### src/rtl/y86_inst_encoder.sv
// Serialises decoded Y86-64 instruction fields into a byte-wide instruction memory, one byte per clock.
// Optional ifun legality checking is enabled by defining Y86_ENC_STRICT_IFUN_EN.
module y86_inst_encoder #(
  parameter int ADDR_W    = 10,
  parameter int BASE_ADDR = 0
) (
  input  logic              clk,
  input  logic              rst,
  input  logic              in_valid,
  output logic              in_ready,
  input  logic [3:0]        icode,
  input  logic [3:0]        ifun,
  input  logic [3:0]        rA,
  input  logic [3:0]        rB,
  input  logic [63:0]       valC,
  output logic              mem_we,
  output logic [ADDR_W-1:0] mem_addr,
  output logic [7:0]        mem_wdata,
  output logic [63:0]       pc,
  output logic              done,
  output logic [2:0]        status_condition
);

  localparam logic [2:0] STAT_AOK = 3'b001;
  localparam logic [2:0] STAT_HLT = 3'b010;
  localparam logic [2:0] STAT_ADR = 3'b011;
  localparam logic [2:0] STAT_INS = 3'b100;
  localparam logic [ADDR_W:0] MEM_SIZE = {1'b1, {ADDR_W{1'b0}}};

  typedef enum logic [1:0] {IDLE, EMIT, HALTED, ERROR} state_t;

  function automatic logic [3:0] inst_len(input logic [3:0] ic);
    case (ic)
      4'h0, 4'h1, 4'h9:       inst_len = 4'd1;
      4'h2, 4'h6, 4'hA, 4'hB: inst_len = 4'd2;
      4'h7, 4'h8:             inst_len = 4'd9;
      4'h3, 4'h4, 4'h5:       inst_len = 4'd10;
      default:                inst_len = 4'd1;
    endcase
  endfunction

  function automatic logic ifun_legal(input logic [3:0] ic, input logic [3:0] fn);
    case (ic)
      4'h2, 4'h7: ifun_legal = (fn <= 4'd6);
      4'h6:       ifun_legal = (fn <= 4'd3);
      default:    ifun_legal = (fn == 4'd0);
    endcase
  endfunction

  // Byte 0 lands in [7:0]; later bytes follow in ascending order.
  function automatic logic [79:0] pack_bytes(input logic [3:0] ic, input logic [3:0] fn,
                                             input logic [3:0] ra, input logic [3:0] rb,
                                             input logic [63:0] c);
    logic [79:0] b;
    b       = 80'd0;
    b[7:0]  = {ic, fn};
    case (ic)
      4'h2, 4'h6, 4'hA, 4'hB: b[15:8] = {ra, rb};
      4'h3, 4'h4, 4'h5: begin
        b[15:8]  = {ra, rb};
        b[79:16] = c;
      end
      4'h7, 4'h8: b[71:8] = c;
      default:    b[15:8] = 8'd0;
    endcase
    pack_bytes = b;
  endfunction

  state_t          state_r;
  logic            in_ready_r;
  logic            mem_we_r;
  logic [ADDR_W-1:0] mem_addr_r;
  logic [7:0]      mem_wdata_r;
  logic [ADDR_W:0] pc_r;
  logic            done_r;
  logic [2:0]      status_r;
  logic [79:0]     bytes_r;
  logic [3:0]      len_r;
  logic [3:0]      idx_r;
  logic            halt_r;

  logic [3:0]      len_s;
  logic [79:0]     bytes_s;
  logic [ADDR_W:0] end_addr_s;
  logic            bad_ins_s;
  logic            bad_adr_s;

  // Decode and legality checks on the fields presented at the input.
  always_comb begin
    len_s      = inst_len(icode);
    bytes_s    = pack_bytes(icode, ifun, rA, rB, valC);
    end_addr_s = pc_r + (ADDR_W+1)'(len_s);
`ifdef Y86_ENC_STRICT_IFUN_EN
    bad_ins_s  = (icode > 4'hB) || !ifun_legal(icode, ifun);
`else
    bad_ins_s  = (icode > 4'hB);
`endif
    bad_adr_s  = (end_addr_s > MEM_SIZE);
  end

  // Main sequencer: accept, emit bytes, track pc and sticky status.
  always_ff @(posedge clk) begin
    if (rst) begin
      state_r     <= IDLE;
      in_ready_r  <= 1'b1;
      mem_we_r    <= 1'b0;
      mem_addr_r  <= '0;
      mem_wdata_r <= 8'd0;
      pc_r        <= (ADDR_W+1)'(BASE_ADDR);
      done_r      <= 1'b0;
      status_r    <= STAT_AOK;
      bytes_r     <= 80'd0;
      len_r       <= 4'd0;
      idx_r       <= 4'd0;
      halt_r      <= 1'b0;
    end else begin
      case (state_r)
        IDLE: begin
          mem_we_r <= 1'b0;
          done_r   <= 1'b0;
          if (in_valid && in_ready_r) begin
            in_ready_r <= 1'b0;
            if (bad_ins_s) begin
              state_r  <= ERROR;
              status_r <= STAT_INS;
            end else if (bad_adr_s) begin
              state_r  <= ERROR;
              status_r <= STAT_ADR;
            end else begin
              state_r     <= EMIT;
              mem_we_r    <= 1'b1;
              mem_addr_r  <= pc_r[ADDR_W-1:0];
              mem_wdata_r <= bytes_s[7:0];
              pc_r        <= pc_r + (ADDR_W+1)'(1);
              bytes_r     <= bytes_s >> 8;
              len_r       <= len_s;
              idx_r       <= 4'd1;
              halt_r      <= (icode == 4'h0);
              done_r      <= (len_s == 4'd1);
              if (icode == 4'h0) begin
                status_r <= STAT_HLT;
              end else begin
                status_r <= status_r;
              end
            end
          end else begin
            in_ready_r <= 1'b1;
          end
        end
        EMIT: begin
          if (idx_r == len_r) begin
            mem_we_r   <= 1'b0;
            done_r     <= 1'b0;
            state_r    <= halt_r ? HALTED : IDLE;
            in_ready_r <= !halt_r;
          end else begin
            mem_we_r    <= 1'b1;
            mem_addr_r  <= pc_r[ADDR_W-1:0];
            mem_wdata_r <= bytes_r[7:0];
            bytes_r     <= bytes_r >> 8;
            pc_r        <= pc_r + (ADDR_W+1)'(1);
            idx_r       <= idx_r + 4'd1;
            done_r      <= ((idx_r + 4'd1) == len_r);
          end
        end
        HALTED, ERROR: begin
          mem_we_r   <= 1'b0;
          done_r     <= 1'b0;
          in_ready_r <= 1'b0;
        end
        default: begin
          state_r    <= ERROR;
          mem_we_r   <= 1'b0;
          done_r     <= 1'b0;
          in_ready_r <= 1'b0;
          status_r   <= STAT_INS;
        end
      endcase
    end
  end

  assign in_ready         = in_ready_r;
  assign mem_we           = mem_we_r;
  assign mem_addr         = mem_addr_r;
  assign mem_wdata        = mem_wdata_r;
  assign pc               = 64'(pc_r);
  assign done             = done_r;
  assign status_condition = status_r;

endmodule
### config.mk
export PLATFORM = sky130hd
export DESIGN_NAME = y86_inst_encoder
export DESIGN_NICKNAME = d
export VERILOG_FILES = /design/src/rtl/y86_inst_encoder.sv
export SDC_FILE = /design/constraint.sdc
export NUM_CORES = 1
export LEC_CHECK = 0
export CORE_ASPECT_RATIO = 1.25
export CORE_MARGIN = 10
export CORE_UTILIZATION = 30
export CTS_BUF_LIST = sky130_fd_sc_hd__clkbuf_4 sky130_fd_sc_hd__clkbuf_8
export DETAILED_ROUTE_END_ITERATION = 8
export PLACE_DENSITY = 0.67
export SLEW_MARGIN = 20
export SYNTH_ARGS = -nofsm -noshare
export SYNTH_HDL_FRONTEND = slang
export SYNTH_SLANG_ARGS = --single-unit
### constraint.sdc
create_clock -name clk -period 3.6 [get_ports clk]
set_input_delay 0.36 -clock clk [delete_from_list [all_inputs] [get_ports clk]]
set_output_delay 0.36 -clock clk [all_outputs]
set_load 0.005 [all_outputs]
==> results.txt <==
Status: completed
Post-Synth Adder-Cell Area: 1.31%
H-tree levels: 4
FF+latch count, synth: 117
Maximum root-to-sink buffer count: 2
Die X: 150 um
Worst hold stages: 2
Actual slew at the worst max-slew pin: 0.808 ns
Seq/Total Area, Yosys: 37.1%
Max Freq: 291 MHz
Routed Antenna Nets: 0
R2r endpoint: bytes_r[56]
Main synth FF type: dfxtp_1
Fin nets: 950
Slew headroom: 46.1%
Reg2reg setup slack: 0.53 ns
Most instantiated library cell after synthesis: dfxtp_1
Syn Area/Cell: 8.24 sq um
Commonest cells post-synth: dfxtp_1 (117), nand2_1 (85), nor3_1 (74)
Initial Util: 30.4%
Placed Area: 0.00765 sq mm
Post_cts resized: 0
Worst IR Drop VDD: 294 uV
Core Area: 0.0207 sq mm
Num rows: 59
Simple-gate area share of the yosys netlist: 18.6%
Worst-Skew Late Latency: 0.45 ns
Core Util, Final: 39.0%
1st-iter DRT viols: 718
Total grt overflow: 0
Final WL: 20800 um
Synthesized area: 0.00631 sq mm
Final Power: 5130 uW
Via count: 6183
Crit path max fanout: 26
Fraction of registers with async set or reset after synthesis: 0%
YS warnings: 0
Hold endpoint: mem_addr[9]
Detailed Routing Iterations Pass 1: 5
Remaining DRCs: 0
XOR/XNOR share of the synthesized area: 1.25%
Fillers: 2084
Slew Limit Fails: 0
Sequential Area: 0.00234 sq mm
Synth area leaders: dfxtp_1 (37%), a311oi_1 (8.9%), buf_4 (6.8%)
Hold-fix buffer count after cts: 0
Gate Count Post-Synth: 766
Vias per std cell: 5.39
Number of flops mapped to enable cells by yosys: 0
Design area: 0.00810 sq mm
Port Buf Inserts: 117
Final setup viols: 0
Die area: 0.0273 sq mm
RSZ-0062 raised after global routing: false
Chip height: 182 um
I/O pin count: 171
Tot GR Track Use: 14.5%
Pin count of the biggest net entering global routing: 78
CTS tree: yes
Startpoint types: primary input
Post-CTS setup repair buffer count: 0
Clock sink total: 117
Main combinational cell family by area after synthesis: compound AO/OA/AOI/OAI gates
Min-Delay Path Class: primary input to flop
Reg2Reg Depth: 10
Fin crit period: 3.43 ns
CP required: 3.93 ns
Synth Area in Compound Gates: 26.9%
P per Cell Area: 633 mW/mm^2
WS Path Type: primary input to flop
Worst Min Path Start: rst
Fin. Hold Viols: 0
Area of the multi-input gates: 0.00341 sq mm
Dpl hpwl: 14600 um
Largest area contributor in the netlist: dfxtp_1
Mux cell area share after synthesis: 2.12%
Reg2Reg Launch Point: pc_r[0]
Worst-path clk slew: 0.07 ns
Routed length per instance: 18.1 um
First-pass GRT wire length: 32200 um
Number of CTS-inserted buffers: 17
Vias in the first global route: 5954
Number of inserted diodes: 0
Synth cell types: 55
Area Overhead vs Synth: 28.3%
Fin crit share: 95.3%
Root buf cell: clkbuf_8
Placer Congestion: 0.801
Yosys top cell area share: 37.1%
Max Clock Skew: 0.0141 ns
Setup crit end kind: flop
Share of cells above drive strength 1: 10.1%
Pleak: 0.00276 uW
Arr. time, crit path: 3.76 ns
Max-cap violations: 0
Initial antenna violation count: 0
-- kinds of logic after synthesis --
| kind of cell | count (synthesis) |
|---|---|
| xor+xnor | 9 |
| mux | 12 |
| flops | 117 |
| buf+inv | 137 |
| simple gates | 252 |
| fa+ha+maj | 6 |
| compound gates | 232 |
| other cells | 1 |
-- report_power, final --
group	internal [uW]	total (uW)	leakage, uW	switching [uW]
sequential	1640	1860	0.000958	227
combinational	820	1860	0.00156	1040
clock	857	1400	0.000235	545
-- metrics by stage --
stage	cells	setup TNS (ns)	hold WS, ns	setup WS [ns]
6_report	1147	0	0.442	0.169
5_1_grt	1147	0	0.451	0.0315
4_1_cts	1147	0	0.422	0.192
3_5_place_dp	1116	-16.27	0.458	-0.270
3_3_place_gp	1116	-9.17	0.450	-0.125
2_1_floorplan	818	0	0.444	0.00952
-- cells in the final DEF, fill, tap and decap left out, types with 8 or more instances in the layout --
cell type        instances
a311oi_1                64
nor2_1                  28
nor3_1                  74
mux2_2                   9
nor2b_1                 10
o211ai_1                10
nand2_1                 84
nand3_1                 35
a221o_1                  8
dfxtp_1                117
clkbuf_8                19
o221ai_1                 8
clkdlybuf4s50_1        116
buf_4                   34
o21ai_0                 16
a21oi_1                 45
conb_1                  53
a22oi_1                 56
-- area by class of cell --
| class | count | area share, % |
|---|---|---|
| Clock buffer | 20 | 3.32 |
| Clock inverter | 11 | 2.23 |
| Inverter | 5 | 0.232 |
| Multi-Input combinational cell | 564 | 42.1 |
| Sequential cell | 117 | 28.9 |
| Tap cell | 274 | 4.23 |
| Timing Repair Buffer | 156 | 19.0 |
-- how the worst max path moves through the flow --
stage          depth (start not counted)      from     endpoint
6_report                              14  icode[1]  bytes_r[56]
5_1_grt                               14  icode[1]  bytes_r[56]
4_1_cts                               14  icode[1]  bytes_r[56]
3_5_place_dp                          14  icode[1]  bytes_r[56]
3_3_place_gp                          13  icode[1]  bytes_r[62]
2_1_floorplan                         14  icode[2]      pc_r[4]
-- state kept, by name (all words and copies together) (netlist names) --
signal            cells
mem_addr             10
status_condition      3
idx_r                 4
in_ready              1
pc_r                 11
bytes_r              72
done                  1
len_r                 3
state_r               2
mem_wdata             8
mem_we                1
halt_r                1
-- metal layers --
metal  part of all wire [%]  up-vias  global-route usage (%)
li1                       -     2961                       -
met4                    2.3        0                    5.06
met1                     41     2942                    17.4
met2                     50      251                    24.3
met3                    6.5       29                    3.89
met5                      0        -                       0
-- critical path: stages --
cell,delay (ns)
clkdlybuf4s50_1,0.54
nor2b_1,0.16
a31o_2,0.15
inv_1,0.05
ha_1,0.20
fa_1,0.39
and3_1,0.20
or4_1,0.39
o31ai_1,0.10
and4b_1,0.33
a21o_4,0.29
buf_12,0.21
nor3_1,0.07
a311oi_1,0.31
No activity file was read; power rests on OpenSTA's default activity.
